File: src/rtl/fft_pkg.sv
// Shared types, coefficients and the rounding/saturation helper for the FFT/IFFT twiddle stages.
package fft_pkg;

    typedef enum logic [1:0] {
        FAC_ONE = 2'd0,
        FAC_NJ  = 2'd1,
        FAC_W1  = 2'd2,
        FAC_W3  = 2'd3
    } fac_sel_t;

    // <2.8> fixed-point coefficients: 1.0 and sqrt(2)/2
    localparam int COEF_ONE = 256;
    localparam int COEF_R2  = 181;

    // Round half up by biasing then flooring, then clamp to an o_width signed range.
    function automatic logic signed [31:0] round_sat(
        input logic signed [31:0] p,
        input int unsigned        shift,
        input int unsigned        o_width
    );
        logic signed [31:0] y;
        logic signed [31:0] hi;
        logic signed [31:0] lo;
        y  = (p + (32'sd1 <<< (shift - 1))) >>> shift;
        hi = (32'sd1 <<< (o_width - 1)) - 32'sd1;
        lo = -(32'sd1 <<< (o_width - 1));
        if (y > hi) begin
            return hi;
        end else if (y < lo) begin
            return lo;
        end
        return y;
    endfunction

endpackage

File: src/rtl/ifac8_1_lane.sv
// One upper-lane conjugate fac8_1 complex multiply, registered, then rounded and saturated.
module ifac8_1_lane
    import fft_pkg::*;
#(
    parameter int unsigned I_WIDTH   = 13,
    parameter int unsigned FAC_WIDTH = 22,
    parameter int unsigned O_WIDTH   = 14,
    parameter int unsigned SHIFT     = 8
) (
    input  logic                        clk,
    input  logic                        rstn,
    input  logic                        en1,
    input  logic                        en2,
    input  fac_sel_t                    sel,
    input  logic signed [I_WIDTH-1:0]   a,
    input  logic signed [I_WIDTH-1:0]   b,
    output logic        [O_WIDTH-1:0]   y_re,
    output logic        [O_WIDTH-1:0]   y_im
);

    localparam logic signed [FAC_WIDTH-1:0] K_ONE = FAC_WIDTH'(COEF_ONE);
    localparam logic signed [FAC_WIDTH-1:0] K_R2  = FAC_WIDTH'(COEF_R2);

    logic signed [FAC_WIDTH-1:0] ax;
    logic signed [FAC_WIDTH-1:0] bx;
    logic signed [FAC_WIDTH-1:0] sum;
    logic signed [FAC_WIDTH-1:0] dif;
    logic signed [FAC_WIDTH-1:0] pr_c;
    logic signed [FAC_WIDTH-1:0] pi_c;
    logic signed [FAC_WIDTH-1:0] p_re;
    logic signed [FAC_WIDTH-1:0] p_im;

    // Factor products; sqrt(2)/2 terms share one multiply over (a-b) or (a+b)
    always_comb begin
        ax   = FAC_WIDTH'(a);
        bx   = FAC_WIDTH'(b);
        sum  = ax + bx;
        dif  = ax - bx;
        pr_c = '0;
        pi_c = '0;
        case (sel)
            FAC_ONE: begin pr_c = K_ONE * ax;    pi_c = K_ONE * bx;  end
            FAC_NJ:  begin pr_c = -(K_ONE * bx); pi_c = K_ONE * ax;  end
            FAC_W1:  begin pr_c = K_R2 * dif;    pi_c = K_R2 * sum;  end
            FAC_W3:  begin pr_c = -(K_R2 * sum); pi_c = K_R2 * dif;  end
            default: begin pr_c = '0;            pi_c = '0;          end
        endcase
    end

    always_ff @(posedge clk or negedge rstn) begin
        if (!rstn) begin
            p_re <= '0;
            p_im <= '0;
        end else if (en1) begin
            p_re <= pr_c;
            p_im <= pi_c;
        end
    end

    always_ff @(posedge clk or negedge rstn) begin
        if (!rstn) begin
            y_re <= '0;
            y_im <= '0;
        end else if (en2) begin
            y_re <= O_WIDTH'(round_sat(32'(p_re), SHIFT, O_WIDTH));
            y_im <= O_WIDTH'(round_sat(32'(p_im), SHIFT, O_WIDTH));
        end
    end

endmodule

File: src/rtl/ifac8_1_stage.sv
// IFFT radix-2^3 stage-1 conjugate twiddle: self-sequenced factor select, 2-cycle multiply/round pipeline.
module ifac8_1_stage
    import fft_pkg::*;
#(
    parameter int unsigned I_WIDTH    = 13,
    parameter int unsigned FAC_WIDTH  = 22,
    parameter int unsigned O_WIDTH    = 14,
    parameter int unsigned DATA_WIDTH = 16,
    parameter int unsigned SHIFT      = 8
) (
    input  logic                                   clk,
    input  logic                                   rstn,
    input  logic                                   in_valid,
    input  logic                                   in_sof,
    input  logic [DATA_WIDTH-1:0][I_WIDTH-1:0]     din_re,
    input  logic [DATA_WIDTH-1:0][I_WIDTH-1:0]     din_im,
    output logic                                   out_valid,
    output logic                                   out_sof,
    output logic [1:0]                             out_sel,
    output logic [DATA_WIDTH-1:0][O_WIDTH-1:0]     dout_re,
    output logic [DATA_WIDTH-1:0][O_WIDTH-1:0]     dout_im
);

    localparam int unsigned HALF = DATA_WIDTH / 2;
    localparam logic signed [FAC_WIDTH-1:0] K_ONE = FAC_WIDTH'(COEF_ONE);

    logic [1:0]                  cnt;
    fac_sel_t                    sel_c;
    logic                        v1;
    logic                        sof1;
    fac_sel_t                    sel1;
    logic signed [FAC_WIDTH-1:0] lo_p_re [HALF];
    logic signed [FAC_WIDTH-1:0] lo_p_im [HALF];
    logic [O_WIDTH-1:0]          lo_re   [HALF];
    logic [O_WIDTH-1:0]          lo_im   [HALF];

    // A start-of-frame beat always takes factor 0, even in mid-frame
    assign sel_c = in_sof ? FAC_ONE : fac_sel_t'(cnt);

    always_ff @(posedge clk or negedge rstn) begin
        if (!rstn) begin
            cnt <= 2'd0;
        end else if (in_valid) begin
            cnt <= in_sof ? 2'd1 : cnt + 2'd1;
        end
    end

    // Stage 1 control and lower-lane products
    always_ff @(posedge clk or negedge rstn) begin
        if (!rstn) begin
            v1   <= 1'b0;
            sof1 <= 1'b0;
            sel1 <= FAC_ONE;
            for (int i = 0; i < int'(HALF); i++) begin
                lo_p_re[i] <= '0;
                lo_p_im[i] <= '0;
            end
        end else begin
            v1   <= in_valid;
            sof1 <= in_valid & in_sof;
            if (in_valid) begin
                sel1 <= sel_c;
                for (int i = 0; i < int'(HALF); i++) begin
                    lo_p_re[i] <= K_ONE * FAC_WIDTH'($signed(din_re[i]));
                    lo_p_im[i] <= K_ONE * FAC_WIDTH'($signed(din_im[i]));
                end
            end
        end
    end

    // Stage 2 control and lower-lane rounding
    always_ff @(posedge clk or negedge rstn) begin
        if (!rstn) begin
            out_valid <= 1'b0;
            out_sof   <= 1'b0;
            out_sel   <= 2'd0;
            for (int i = 0; i < int'(HALF); i++) begin
                lo_re[i] <= '0;
                lo_im[i] <= '0;
            end
        end else begin
            out_valid <= v1;
            out_sof   <= v1 & sof1;
            if (v1) begin
                out_sel <= sel1;
                for (int i = 0; i < int'(HALF); i++) begin
                    lo_re[i] <= O_WIDTH'(round_sat(32'(lo_p_re[i]), SHIFT, O_WIDTH));
                    lo_im[i] <= O_WIDTH'(round_sat(32'(lo_p_im[i]), SHIFT, O_WIDTH));
                end
            end
        end
    end

    for (genvar g = 0; g < HALF; g++) begin : g_lane
        assign dout_re[g] = lo_re[g];
        assign dout_im[g] = lo_im[g];

        ifac8_1_lane #(
            .I_WIDTH   (I_WIDTH),
            .FAC_WIDTH (FAC_WIDTH),
            .O_WIDTH   (O_WIDTH),
            .SHIFT     (SHIFT)
        ) u_lane (
            .clk  (clk),
            .rstn (rstn),
            .en1  (in_valid),
            .en2  (v1),
            .sel  (sel_c),
            .a    (din_re[HALF+g]),
            .b    (din_im[HALF+g]),
            .y_re (dout_re[HALF+g]),
            .y_im (dout_im[HALF+g])
        );
    end

endmodule

File: config.mk
export PLATFORM = sky130hd
export DESIGN_NAME = ifac8_1_stage
export DESIGN_NICKNAME = d
export VERILOG_FILES = /design/src/rtl/fft_pkg.sv /design/src/rtl/ifac8_1_lane.sv /design/src/rtl/ifac8_1_stage.sv
export SDC_FILE = /design/constraint.sdc
export NUM_CORES = 2
export LEC_CHECK = 0
export BUFFER_PORTS_ARGS = -buffer_cell sky130_fd_sc_hd__buf_2
export CAP_MARGIN = 25
export CELL_PAD_IN_SITES_DETAIL_PLACEMENT = 1
export CELL_PAD_IN_SITES_GLOBAL_PLACEMENT = 1
export CORE_MARGIN = 2
export CORE_UTILIZATION = 48
export CTS_CLUSTER_DIAMETER = 120
export DETAILED_ROUTE_END_ITERATION = 12
export HOLD_SLACK_MARGIN = 0.06
export PLACE_DENSITY = 0.94
export SLEW_MARGIN = 20
export SYNTH_ARGS = -nofsm -noshare
export SYNTH_HDL_FRONTEND = slang
export SYNTH_SLANG_ARGS = --single-unit
File: constraint.sdc
create_clock -name clk -period 3 [get_ports clk]
set_input_delay 0.3 -clock clk [delete_from_list [all_inputs] [get_ports clk]]
set_output_delay 0.3 -clock clk [all_outputs]
set_load 0.1 [all_outputs]
==> metrics.cfg, run 1 <==
[floorplanning]
pin_count=872
die_w_um=439
fp-row-count=159
die_y_um=439
start_util_pct=48.4

[synth]
synth_simple_gate_area_share_pct=10.8
synth_mux_area_share_pct=5.65
synth-compound-area-share_pct=14.5
ys_types=100
synthDominantCellAreaShare_pct=24.9
avgSynthCellArea_sq_um=9.33
synth-async-reset-ratio_pct=100
synth.net_count=11900
syn-cell-area_sq_um=90900
synth_fa_ha_area_share_pct=29.1
synth-xor-area-share_pct=7.28
yosys.area.top_type=dfrtp_1
synthTopCellsByArea=dfrtp_1, ha_1, fa_1
ys_seq_area_share_pct=24.9
ys_warn_count=0
synth_top_family_by_area=adder cells
synthCells=9740
synth_edf_count=0
synth_seq_cells=906
ys.flop_type=dfrtp_1

[grt]
grt_pass1_vias=157000
grt.total_usage_pct=95.5
grt_first_pass_wirelength_mm=1370
grt_start_max_net_pins=126
overflow=8932

[place]
port_buffers=871
gp_congestion=1.07
dp_hpwl_mm=395
place_ws_ns=-4.72

[run_status]
error=[ERROR GRT-0116] Global routing finished with congestion. Check the congestion regions in the DRC Viewer.
haltStage=5_1_grt
status=did not finish

[clocking]
htreeDepth=3
root_buffer=clkbuf_16
clock-sinks=906
clk_path_buf_depth=3
numCtsBuffers=102

==> cells by family after synthesis <==
| family | Yosys count |
|---|---|
| buffers and inverters | 1861 |
| AND/OR/NAND/NOR | 2027 |
| multiplexers | 461 |
| flip-flops | 906 |
| XOR/XNOR | 754 |
| adder cells (fa/ha/maj) | 1771 |
| AO/OA/AOI/OAI | 1960 |
==> cell usage after synthesis, drive strengths merged, types with 67 or more instances <==
library cell / number
dfrtp: 906
fa: 575
or3: 68
o211ai: 75
inv: 1524
nand3: 179
o21ai: 433
mux2: 416
nor3: 178
and3: 78
a211oi: 70
o221ai: 98
o21a: 106
nor2b: 92
a21o: 67
o22a: 152
a21oi: 446
nor2: 699
xnor2: 514
clkbuf: 291
nand2: 384
ha: 1196
xor2: 240
==> metrics by stage <==
| stage | hold slack (ns) | instance area (sq um) | utilization [%] | setup TNS, ns | cells |
|---|---|---|---|---|---|
| floorplan | 0.00441 | 94200 | - | -646.46 | 9740 |
| global placement | 0.344 | 116000 | 61.8 | -800.47 | 14800 |
| detailed placement | 0.362 | 116000 | 61.8 | -936.72 | 14800 |
| CTS | 0.0611 | 132000 | 70.3 | -702.58 | 15600 |
==> routing by layer <==
layer	GRT usage (%)	overflow
met5	64.4	17
met4	103	2269
met3	82.7	253
met2	113	6104
met1	88.7	289
==> repair_timing <==
| action | 4_1_cts |
|---|---|
| endpoints found under the setup margin | 263 |
| endpoints found under the hold margin | 511 |
| buffers inserted | 335 |
| pin swaps | 893 |
| resized for setup | 1379 |
| hold buffers | 299 |
==> inputs of run 2 (changes only) <==
--- a/config.mk
+++ b/config.mk
@@ -7,14 +7,10 @@
 export LEC_CHECK = 0
 export BUFFER_PORTS_ARGS = -buffer_cell sky130_fd_sc_hd__buf_2
 export CAP_MARGIN = 25
-export CELL_PAD_IN_SITES_DETAIL_PLACEMENT = 1
-export CELL_PAD_IN_SITES_GLOBAL_PLACEMENT = 1
 export CORE_MARGIN = 2
-export CORE_UTILIZATION = 48
-export CTS_CLUSTER_DIAMETER = 120
+export CORE_UTILIZATION = 40
 export DETAILED_ROUTE_END_ITERATION = 12
-export HOLD_SLACK_MARGIN = 0.06
-export PLACE_DENSITY = 0.94
+export PLACE_DENSITY_LB_ADDON = 0.15
 export SLEW_MARGIN = 20
 export SYNTH_ARGS = -nofsm -noshare
 export SYNTH_HDL_FRONTEND = slang
==> metrics.cfg, run 2 <==
[place]
place_ws_ns=-4.24  ; +0.484 ns
dp_hpwl_mm=279  ; -29%
dpl.cell_count=15400  ; +3.9%
dpl-instance-area_sq_um=118000  ; +1.1%
port_buffers=871  ; unchanged
gp_congestion=0.943  ; -12%

[grt]
grt_first_pass_wirelength_mm=530
grt.total_usage_pct=29.7
antenna_found_initial=43
grt_pass1_vias=89400
grt_start_max_net_pins=115
overflow=0

[synth]
synth.net_count=11900  ; unchanged
ys_seq_area_share_pct=24.9  ; unchanged
synthCells=9740  ; unchanged
synth_most_common_cell=inv_1
ys_warn_count=0  ; unchanged
ys_types=100  ; unchanged
avgSynthCellArea_sq_um=9.33  ; unchanged
synthDominantCellAreaShare_pct=24.9  ; unchanged
synth_common_cells=inv_1, ha_1, dfrtp_1, nor2_1, fa_1
synth-async-reset-ratio_pct=100  ; unchanged
yosys.area.top_type=dfrtp_1
synth_seq_cells=906  ; unchanged
synth_edf_count=0  ; unchanged
synthTopCellsByArea=dfrtp_1, ha_1, fa_1
ys.flop_type=dfrtp_1
syn-cell-area_sq_um=90900  ; unchanged

[drt]
vias_per_cell=5.26
wl_per_cell_um=21.7
drtIter0Drc=4813
post-route-drc-count=0
drt_pass1_iterations=9
ant_nets=0
routed_wl_mm=350
vias=84900

[timing]
clock_skew_ns=0.0905
layout_min_cycle_time_ns=6.36
fin_ws_ns=-3.36
fin_setup_tns_ns=-611.65
maxSlewHeadroom_pct=39.2
fmax_ghz=0.157
rsz0062_at_grt=true
finalSetupViolCount=240
finalMaxSlewViolations=0
worst_slew_pin_slew_ns=0.903
final_hold_viol_count=0
fin_crit_sh_pct=212

[clocking]
clock_insertion_delay_worst_skew_ns=0.80
clk_path_buf_depth=3  ; unchanged
htreeDepth=3  ; unchanged
root_buffer=clkbuf_16
numCtsBuffers=105  ; +2.9%
clkTransAtPathRegs_ns=0.07
cts_tree=built
clock-sinks=906  ; unchanged

[setup_path]
slowest_stage=fa_1
cp_data_arrival_time_ns=7.04
crit_family=adder cells
crit_required_ns=3.69
slowest_delay_ns=0.54
reg2reg_depth=9
worstReg2RegEnd=g_lane[6].u_lane.y_re[4]$_DFFE_PN0P_
critPathLaunchType=input pin
rrSetupSlack_ns=0.34
crit_buf_inv=6
end_kind=register
crit_top_cell=inv_2
r2r-start=g_lane[6].u_lane.p_re[8]$_DFFE_PN0P_
crit_type=input pin to register
worstPathMaxFanout=3

[final_layout]
nNetsFinal=15200
area_growth_pct=45.1
drive_above_1_share_pct=39.0
final_cell_mix=buf_4, inv_1, ha_1
final_common_cell=buf_4
finalInstanceArea_sq_um=132000
reg.largest.list=g_lane.u_lane.p_im x120, g_lane.u_lane.p_re x120
fin_cells=16100

[worst_hold_path]
hold_path_depth=5
hp-start=din_re[155]
hold_end=g_lane[3].u_lane.p_im[20]$_DFFE_PN0P_
hp-class=input pin to register

[run]
drv_cap=0

[floorplanning]
core_area_sq_um=225000
pin_count=872  ; unchanged
die_y_um=481  ; +9.5%
fp-row-count=174  ; +9.4%
die_w_um=481  ; +9.5%
start_util_pct=40.3  ; -8.0 points
die_area_sq_um=231000

[run_status]
status=complete, but fails checks
violations=negative setup slack

## run 2: repair_timing
item                                   in CTS  in global routing
resized for setup                         785                320
pin swaps                                 723                375
cloned                                      0                  0
setup endpoints to repair                 240                240
hold buffers                              302                  0
setup buffers                             214                 67
endpoints found under the hold margin     368                  0
## run 2: how the worst max path moves through the flow
stage,cells past startpoint,endpoint,start,slack (ns)
after floorplan,31,g_lane[1].u_lane.p_re[20]$_DFFE_PN0P_,din_re[117],-3.87
after global placement,33,g_lane[5].u_lane.p_re[19]$_DFFE_PN0P_,din_re[169],-4.21
after detailed placement,35,g_lane[2].u_lane.p_im[20]$_DFFE_PN0P_,din_im[131],-4.24
after CTS,32,g_lane[1].u_lane.p_re[20]$_DFFE_PN0P_,din_re[117],-3.18
after global routing,32,g_lane[1].u_lane.p_re[20]$_DFFE_PN0P_,din_re[117],-3.62
final,32,g_lane[1].u_lane.p_re[20]$_DFFE_PN0P_,din_re[117],-3.36
## run 2: cell type report
class                           count  area, sq um
Fill cell                       19500        93400
Clock buffer                      132         2890
Inverter                         1525         5850
Multi-Input combinational cell   6973        69500
Clock inverter                     64          893
Antenna cell                       22         55.1
Timing Repair Buffer             3529        26300
Tap cell                         2992         3740
Sequential cell                   906        22700
## run 2: layer usage
| layer | GRT usage (%) | wire (um) | vias to the layer above |
|---|---|---|---|
| li1 | - | - | 39900 |
| met1 | 36.6 | 143000 | 41900 |
| met2 | 50.8 | 167000 | 2439 |
| met3 | 4.52 | 20000 | 622 |
| met4 | 14.2 | 19300 | 16 |
| met5 | 0 | 112 | - |
## run 2: metrics by stage
stage          hold slack (ns)  utilization, %
2_1_floorplan          0.00441               -
6_report                0.0727            58.5
5_1_grt                 0.0560            58.5
4_1_cts                0.00118            57.6
3_5_place_dp             0.368            52.1
3_3_place_gp             0.365            52.1
## run 2: cell families after synthesis
group	Yosys count	synth area share, %
adder cells (fa/ha/maj)	1771	29.1
AO/OA/AOI/OAI	1960	14.5
AND/OR/NAND/NOR	2027	10.8
multiplexers	461	5.65
flip-flops	906	24.9
XOR/XNOR	754	7.28
buffers and inverters	1861	7.69
## run 2: worst reg2reg max path, cell delays in order (launching register included)
cell	delay [ns]
dfrtp_1	0.38
ha_1	0.19
and3_1	0.20
and3_1	0.23
nand3_1	0.32
nor2_1	0.32
nor4bb_2	0.45
buf_4	0.24
nor2_1	0.07
o22a_1	0.15
Power of run 2 is not shown: default switching activity piles up to over one toggle a cycle in this logic, so the estimate is an artifact.
